<file path="config.mk">
export PLATFORM = sky130hd
export DESIGN_NAME = param_regfile
export DESIGN_NICKNAME = d
export VERILOG_FILES = /design/src/rtl/regfile_pkg.sv /design/src/rtl/regfile_bypass_mux.sv /design/src/rtl/param_regfile.sv
export SDC_FILE = /design/constraint.sdc
export NUM_CORES = 1
export LEC_CHECK = 0
export CELL_PAD_IN_SITES_DETAIL_PLACEMENT = 1
export CELL_PAD_IN_SITES_GLOBAL_PLACEMENT = 2
export CORE_ASPECT_RATIO = 1.4
export CORE_MARGIN = 10
export CORE_UTILIZATION = 44
export DETAILED_ROUTE_END_ITERATION = 6
export DONT_BUFFER_PORTS = 1
export PLACE_DENSITY_LB_ADDON = 0.1
export REMOVE_ABC_BUFFERS = 1
export SYNTH_ARGS = -nofsm -noshare
export SYNTH_HDL_FRONTEND = slang
export SYNTH_HIERARCHICAL = 1
export SYNTH_SLANG_ARGS = --single-unit
</file>
<file path="constraint.sdc">
create_clock -name CLOCK -period 4.2 [get_ports CLOCK]
set_input_delay 0.42 -clock CLOCK [delete_from_list [all_inputs] [get_ports CLOCK]]
set_output_delay 0.42 -clock CLOCK [all_outputs]
set_load 0.1 [all_outputs]
</file>
<file path="src/rtl/regfile_pkg.sv">
// Shared constants and write-port priority helpers for the parameterised register file.
package regfile_pkg;

    localparam int DEFAULT_DATA_W   = 16;
    localparam int DEFAULT_NUM_REGS = 16;

    typedef enum logic [1:0] {
        WP_NONE = 2'd0,
        WP_1    = 2'd1,
        WP_2    = 2'd2,
        WP_SP   = 2'd3
    } wp_sel_e;

    // Special port beats port 2, which beats port 1.
    function automatic wp_sel_e wp_pick(input logic hit1, input logic hit2, input logic hit_sp);
        if (hit_sp) begin
            return WP_SP;
        end else if (hit2) begin
            return WP_2;
        end else if (hit1) begin
            return WP_1;
        end
        return WP_NONE;
    endfunction

endpackage

</file>
<file path="src/rtl/regfile_bypass_mux.sv">
// Per-read-port write-forwarding select; only exists in builds with REGFILE_BYPASS_EN.
`ifdef REGFILE_BYPASS_EN
module regfile_bypass_mux
    import regfile_pkg::*;
#(
    parameter int DATA_W  = DEFAULT_DATA_W,
    parameter int ADDR_W  = 4,
    parameter int SP_REG  = 15,
    parameter int ZERO_R0 = 1
) (
    input  logic [ADDR_W-1:0] rd_addr,
    input  logic [DATA_W-1:0] stored,
    input  logic              wr_en1,
    input  logic [ADDR_W-1:0] wr_addr1,
    input  logic [DATA_W-1:0] wr_data1,
    input  logic              wr_en2,
    input  logic [ADDR_W-1:0] wr_addr2,
    input  logic [DATA_W-1:0] wr_data2,
    input  logic              sp_wr_en,
    input  logic [DATA_W-1:0] sp_wr_data,
    output logic [DATA_W-1:0] rd_data
);

    localparam logic [ADDR_W-1:0] SP_ADDR = ADDR_W'(SP_REG);

    wp_sel_e sel;

    always_comb begin
        sel = wp_pick(wr_en1 && (wr_addr1 == rd_addr),
                      wr_en2 && (wr_addr2 == rd_addr),
                      sp_wr_en && (rd_addr == SP_ADDR));
        case (sel)
            WP_SP:   rd_data = sp_wr_data;
            WP_2:    rd_data = wr_data2;
            WP_1:    rd_data = wr_data1;
            default: rd_data = stored;
        endcase
        if ((ZERO_R0 != 0) && (rd_addr == '0)) begin
            rd_data = '0;
        end
    end

endmodule
`endif

</file>
<file path="src/rtl/param_regfile.sv">
// Multi-ported register file with a dedicated special register and same-address write arbitration.
// Optional same-cycle write forwarding is enabled by defining REGFILE_BYPASS_EN.
module param_regfile
    import regfile_pkg::*;
#(
    parameter int DATA_W   = DEFAULT_DATA_W,
    parameter int NUM_REGS = DEFAULT_NUM_REGS,
    parameter int ADDR_W   = $clog2(NUM_REGS),
    parameter int SP_REG   = NUM_REGS - 1,
    parameter int ZERO_R0  = 1
) (
    input  logic              CLOCK,
    input  logic              CLEAR,
    input  logic [ADDR_W-1:0] rd_addr1,
    input  logic [ADDR_W-1:0] rd_addr2,
    output logic [DATA_W-1:0] rd_data1,
    output logic [DATA_W-1:0] rd_data2,
    output logic [DATA_W-1:0] rd_data_sp,
    input  logic              wr_en1,
    input  logic [ADDR_W-1:0] wr_addr1,
    input  logic [DATA_W-1:0] wr_data1,
    input  logic              wr_en2,
    input  logic [ADDR_W-1:0] wr_addr2,
    input  logic [DATA_W-1:0] wr_data2,
    input  logic              sp_wr_en,
    input  logic [DATA_W-1:0] sp_wr_data,
    output logic              wr_conflict
);

    localparam logic [ADDR_W-1:0] SP_ADDR = ADDR_W'(SP_REG);

    logic [DATA_W-1:0] regs_q [NUM_REGS];
    logic              armed_q;
    logic              conflict_q;
    logic              conflict_d;
    logic              e1, e2, esp;

    // armed_q stays low through the first edge after CLEAR rises, so a write on that edge is dropped.
    always_ff @(posedge CLOCK or negedge CLEAR) begin
        if (!CLEAR) begin
            armed_q <= 1'b0;
        end else begin
            armed_q <= 1'b1;
        end
    end

    // Writes aimed at a hard-wired zero R0 are dropped up front so they never arbitrate or conflict.
    assign e1  = armed_q && wr_en1 && !((ZERO_R0 != 0) && (wr_addr1 == '0));
    assign e2  = armed_q && wr_en2 && !((ZERO_R0 != 0) && (wr_addr2 == '0));
    assign esp = armed_q && sp_wr_en && !((ZERO_R0 != 0) && (SP_REG == 0));

    assign conflict_d = (e1 && e2 && (wr_addr1 == wr_addr2))
                      || (e1 && esp && (wr_addr1 == SP_ADDR))
                      || (e2 && esp && (wr_addr2 == SP_ADDR));

    always_ff @(posedge CLOCK or negedge CLEAR) begin
        if (!CLEAR) begin
            conflict_q <= 1'b0;
        end else begin
            conflict_q <= conflict_d;
        end
    end

    assign wr_conflict = conflict_q;

    genvar gi;
    generate
        for (gi = 0; gi < NUM_REGS; gi++) begin : g_reg
            wp_sel_e           sel;
            logic [DATA_W-1:0] reg_d;

            assign sel = wp_pick(e1 && (wr_addr1 == ADDR_W'(gi)),
                                 e2 && (wr_addr2 == ADDR_W'(gi)),
                                 esp && (gi == SP_REG));

            always_comb begin
                reg_d = regs_q[gi];
                case (sel)
                    WP_SP:   reg_d = sp_wr_data;
                    WP_2:    reg_d = wr_data2;
                    WP_1:    reg_d = wr_data1;
                    default: reg_d = regs_q[gi];
                endcase
            end

            always_ff @(posedge CLOCK or negedge CLEAR) begin
                if (!CLEAR) begin
                    regs_q[gi] <= '0;
                end else begin
                    regs_q[gi] <= reg_d;
                end
            end
        end
    endgenerate

`ifdef REGFILE_BYPASS_EN
    logic [ADDR_W-1:0] bp_addr   [3];
    logic [DATA_W-1:0] bp_stored [3];
    logic [DATA_W-1:0] bp_out    [3];

    assign bp_addr[0] = rd_addr1;
    assign bp_addr[1] = rd_addr2;
    assign bp_addr[2] = SP_ADDR;

    generate
        for (gi = 0; gi < 3; gi++) begin : g_bypass
            assign bp_stored[gi] = regs_q[bp_addr[gi]];

            regfile_bypass_mux #(
                .DATA_W  (DATA_W),
                .ADDR_W  (ADDR_W),
                .SP_REG  (SP_REG),
                .ZERO_R0 (ZERO_R0)
            ) u_bypass (
                .rd_addr    (bp_addr[gi]),
                .stored     (bp_stored[gi]),
                .wr_en1     (e1),
                .wr_addr1   (wr_addr1),
                .wr_data1   (wr_data1),
                .wr_en2     (e2),
                .wr_addr2   (wr_addr2),
                .wr_data2   (wr_data2),
                .sp_wr_en   (esp),
                .sp_wr_data (sp_wr_data),
                .rd_data    (bp_out[gi])
            );
        end
    endgenerate

    assign rd_data1   = bp_out[0];
    assign rd_data2   = bp_out[1];
    assign rd_data_sp = bp_out[2];
`else
    // R0 is never written when hard-wired, so its stored zero doubles as the read value.
    assign rd_data1   = regs_q[rd_addr1];
    assign rd_data2   = regs_q[rd_addr2];
    assign rd_data_sp = regs_q[SP_ADDR];
`endif

endmodule

</file>
After elaboration in Yosys (flattened, before gate mapping)
Cells that the tools add are included.
- bits in registers: 258
- input port bits: 69
- output and inout port bits: 49
- logic and storage cells: 270
- magnitude comparators: 2
- equal/unequal tests: 79
- mux-type cells: 104
- bitwise gates (word level): 2
- reductions and logical operators: 65
- operator list (kind ; count):
    $pmux 16 s3 ; 16
    $bmux 16 s4 ; 2
    $mux 2 ; 49
    $eq 2x2->1 const B ; 32
    $eq 4x4->1 const B ; 16
    $mux 16 ; 4
    $reduce_bool 3->1 ; 16
    $logic_and 1x1->1 ; 43
    $mux 1 ; 33
    $eq 2x1->1 const B ; 16
    $eq 4x3->1 const B ; 8
    $eq 4x2->1 const B ; 4
    $ge 5x5->1 const B ; 2
    $not 4->5 ; 2
    $eq 4x1->1 const B ; 2
    $logic_not 4->1 ; 2
    $eq 4x4->1 ; 1
    $logic_not 1->1 ; 2
    $logic_or 1x1->1 ; 2

Depth between registers and ports, before layout
- word-level depth: 10
- depth in mapped cells: 7
- depth with buffers taken out: 3

Worst setup path before layout
Ideal clock, no wire load.
- path type: input-to-output
- start point: input rd_addr1[0]
- end point: output rd_data1[10]
- arrival time: 2.200 ns
- data required time: 3.780 ns
- path slack: 1.580 ns
- stages: 5
- path buffers: 2
- cell sequence: buf_2 > buf_2 > mux4_2 > a22oi_1 > nand2_1
- longest elaborated chain between the ends: 4
- RTL lines (element ; line ; text):
    from (decl) ; param_regfile.sv:14 ; input logic [ADDR_W-1:0] rd_addr1,
    $not 4->5 (implied by the code) ; param_regfile.sv:135 ; assign rd_data1 = regs_q[rd_addr1];
    $bmux 16 s4 ; param_regfile.sv:135 ;
    $mux 16 (implied by the code) (2 in a row) ; param_regfile.sv:135 ;
    to (decl) ; param_regfile.sv:16 ; output logic [DATA_W-1:0] rd_data1,
No other way between the ends. The select of a mux whose other input is x is not followed.

Final worst setup path
- start point: register armed_q
- end point: register regs_q[107] (netlist bit)
- longest elaborated chain between the ends: 8
- elaborated cells between the ends (all ways): 15
- those cells by class: 3 x eq/ne; 5 x mux; 7 x reduce/logical
- RTL lines (element ; line ; text):
    from (decl) ; param_regfile.sv:33 ; logic armed_q;
    from (signal assigned) ; param_regfile.sv:41 ; armed_q <= 1'b0;
    from (signal assigned) ; param_regfile.sv:43 ; armed_q <= 1'b1;
    $logic_and 1x1->1 (2 in a row) ; param_regfile.sv:48 ; assign e1 = armed_q && wr_en1 && !((ZERO_R0 != 0) && (wr_addr1 == '0));
    $logic_and 1x1->1 ; param_regfile.sv:72 ; assign sel = wp_pick(e1 && (wr_addr1 == ADDR_W'(gi)),
    $mux 1 ; regfile_pkg.sv:20 ; end else if (hit1) begin
    $mux 1 ; regfile_pkg.sv:18 ; end else if (hit2) begin
    $mux 2 * ; regfile_pkg.sv:23 ; return WP_NONE;
    $eq 2x1->1 or $eq 2x2->1 (tied branches) ; param_regfile.sv:78 ; case (sel)
    $pmux 16 s3 or $reduce_bool 3->1 (tied branches) ; - ;
    to (signal, indexed assignment) ; param_regfile.sv:90 ; regs_q[gi] <= reg_d;
    to (decl) ; param_regfile.sv:32 ; logic [DATA_W-1:0] regs_q [NUM_REGS];
Mark *: on every way between the ends. The rest lies on a longest branch, timed or not.
A chain may end at the register's enable or synchronous reset.

==> results.cfg <==
[outcome]
outcome = finished with violations
violations = design-rule violations, negative hold slack

[sta]
fin_tns_setup_ps = 0
rsz0062_at_grt = false
drv_slew = 0
fin_ws_ps = 1030
worst_pin_slew_ps = 1260
whs_ps = -486
hold_viol = 258
setup-violations-final = 0
finClkSkew_ps = 28.9
period_needed_ps = 3170
fin_crit_sh_pct = 75.4
fmax_mhz = 316
relSlewSlack_pct = 15.6

[synthesis]
yosysWarnings = 6
synthCells = 1829
synthFlopType = dfrtp_1
syn_avg_cell_area_sq_um = 9.32
ys_ff_latch = 258
yosysSeqAreaShare_pct = 37.9
yosysUniqueCellTypes = 42
synth.cell_area_sq_mm = 0.0170
async_reset_ff_share_pct = 100
synth_edf_count = 0

[grt]
first_global_vias = 17700
antenna_found_initial = 7
grtUsageTotal_pct = 34.2
grt_pass1_wl_um = 123000
grt_max_degree = 259
grt.overflow.total = 0

[critical_path]
cp-start-kind = register
timing.rr.start = armed_q
arrival_ps = 3650
setup.worst_path.end = regs_q[107]
crit_required_ps = 4680
rr_worst_depth = 3
ff2ff_setup_slack_ps = 1030
reg2reg_to = regs_q[107]
max_stage_delay_ps = 970
critPathLaunch = armed_q
timing.critical_path.to_type = register
cp_max_fo = 39
path_class = register to register
crit_slowest_cell = nand2b_1
path_cells = nand4b_1 > nand2b_1 > a31oi_1

[routing]
wl_um = 82900
drc = 1
drtAntennaViolNets = 0
drt_first_iter_violations = 2137
wl_per_cell_um = 37.7
via_count = 17100
vias_per_cell = 7.78
drt-pass1-iter-count = 7

[place]
dp_slack_ps = 1090
dp_cells = 2119
post_dp_cell_area_sq_mm = 0.0170
dpl.hpwl_um = 43600
gp_congestion = 0.827
io_buffers = 0

[finish]
finish.utilization_pct = 47.6
area_growth_syn_to_layout_pct = 7.16
fillers = 4245
final_cell_mix = 257 x dfrtp_1, 225 x nand3_1, 225 x nor3_1, 224 x o21ai_0, 224 x a31oi_1
drive_gt1_share_pct = 16.2
final_common_cell = dfrtp_1
layout.area.seq_sq_mm = 0.00646
multiInputGateArea_sq_mm = 0.00934
finalNonFillerCells = 2200
finalNetCount = 1719
design_area_sq_mm = 0.0183

[die]
core_sq_mm = 0.0384
start_util_pct = 44.4
dieArea_sq_mm = 0.0471
fp.dieW_um = 186
ioPinCount = 118
fp.dieH_um = 253
floorplan.rows = 85

[clock_tree]
cts-buffers-inserted = 31
clock_latency_ps = 610
post_cts_resize_count = 0
cts.sinks = 258
htree_levels = 1
clkTransAtPathRegs_ps = 70
cts_root_buffer = clkbuf_16
cts_setup_buffers = 0
cts_hold_buffers = 20
clock_path_buffers = 3
cts_tree = built

[power_and_ir_drop]
p_leak_nw = 6.27
total_power_mw = 9.25
ir_worst_vdd_uv = 284
power.density_mw_per_mm2 = 506

[job]
drv_cap = 0

[hold_path]
holdCritPathClass = primary input to asynchronous set/reset pin
-- metal layers --
layer	global-route usage, %	share of wire (%)
met5	0	0.049
met3	8.62	11
met2	53.3	45
met1	44.0	39
met4	16.2	4.9
-- worst max-delay path, delay by kind of cell (launching register included) --
family / cells / cell delay, ps
AOI/OAI and AO/OA: 1 / 360
DFF: 1 / 910
and+or+nand+nor: 2 / 1780
-- worst min path at each step --
stage	start	endpoint	slack [ps]	depth (start not counted)
after floorplan	CLEAR	armed_q	120	0
after global placement	CLEAR	regs_q[58]	140	0
after detailed placement	CLEAR	regs_q[58]	140	0
after CTS	CLEAR	regs_q[58]	-490	0
after global routing	CLEAR	regs_q[177]	-490	0
final	CLEAR	regs_q[177]	-490	0
-- cell type report --
cell class                 count  area share (%)
clock buffer                  53            5.52
tap                          522            3.57
multi-input combinational   1260            51.1
timing repair buffer          83            3.82
clock inverter                 4           0.247
inverter                      16           0.329
antenna                        4          0.0548
sequential                   258            35.3
-- logic make-up (layout without fill, tap and decap cells) --
family,after synthesis,after routing,share of synthesized area (%)
XOR/XNOR,3,3,0.154
buffers and inverters,311,156,7.90
multiplexers,128,128,16.9
AND/OR/NAND/NOR,559,559,16.7
other,1,5,0.0220
AO/OA/AOI/OAI,569,569,20.5
flip-flops,258,258,37.9
-- report_power, final --
group | switching [mW] | leakage [nW] | internal, mW
Sequential | 0.486 | 3.13 | 3.09
Clock | 1.19 | 0.524 | 1.67
Combinational | 1.74 | 2.62 | 1.06
-- registers in the layout, summed over array words and instances, names as in the netlist --
signal,flops
rd_data_sp,16
regs_q,240
armed_q,1
wr_conflict,1
-- Yosys cell counts, drive strengths merged, types with 4 or more instances --
cell type | number | area, sq um
a221oi | 11 | 114
o21ai | 225 | 1130
nor3 | 225 | 1130
buf | 125 | 647
and2 | 5 | 31.3
o311a | 7 | 70.1
nand3 | 225 | 1130
dfrtp | 258 | 6460
nand2b | 7 | 43.8
or2 | 4 | 25.0
inv | 16 | 60.1
nor2b | 8 | 50.1
nor2 | 15 | 56.3
nand3b | 10 | 75.1
a22oi | 64 | 480
nand2 | 45 | 169
nand4b | 4 | 35.0
a21oi | 12 | 60.1
o221ai | 6 | 52.6
a32oi | 6 | 52.6
clkbuf | 170 | 639
a31oi | 224 | 1400
o41ai | 10 | 87.6
mux4 | 128 | 2880
(Power assumes the default switching activity.)
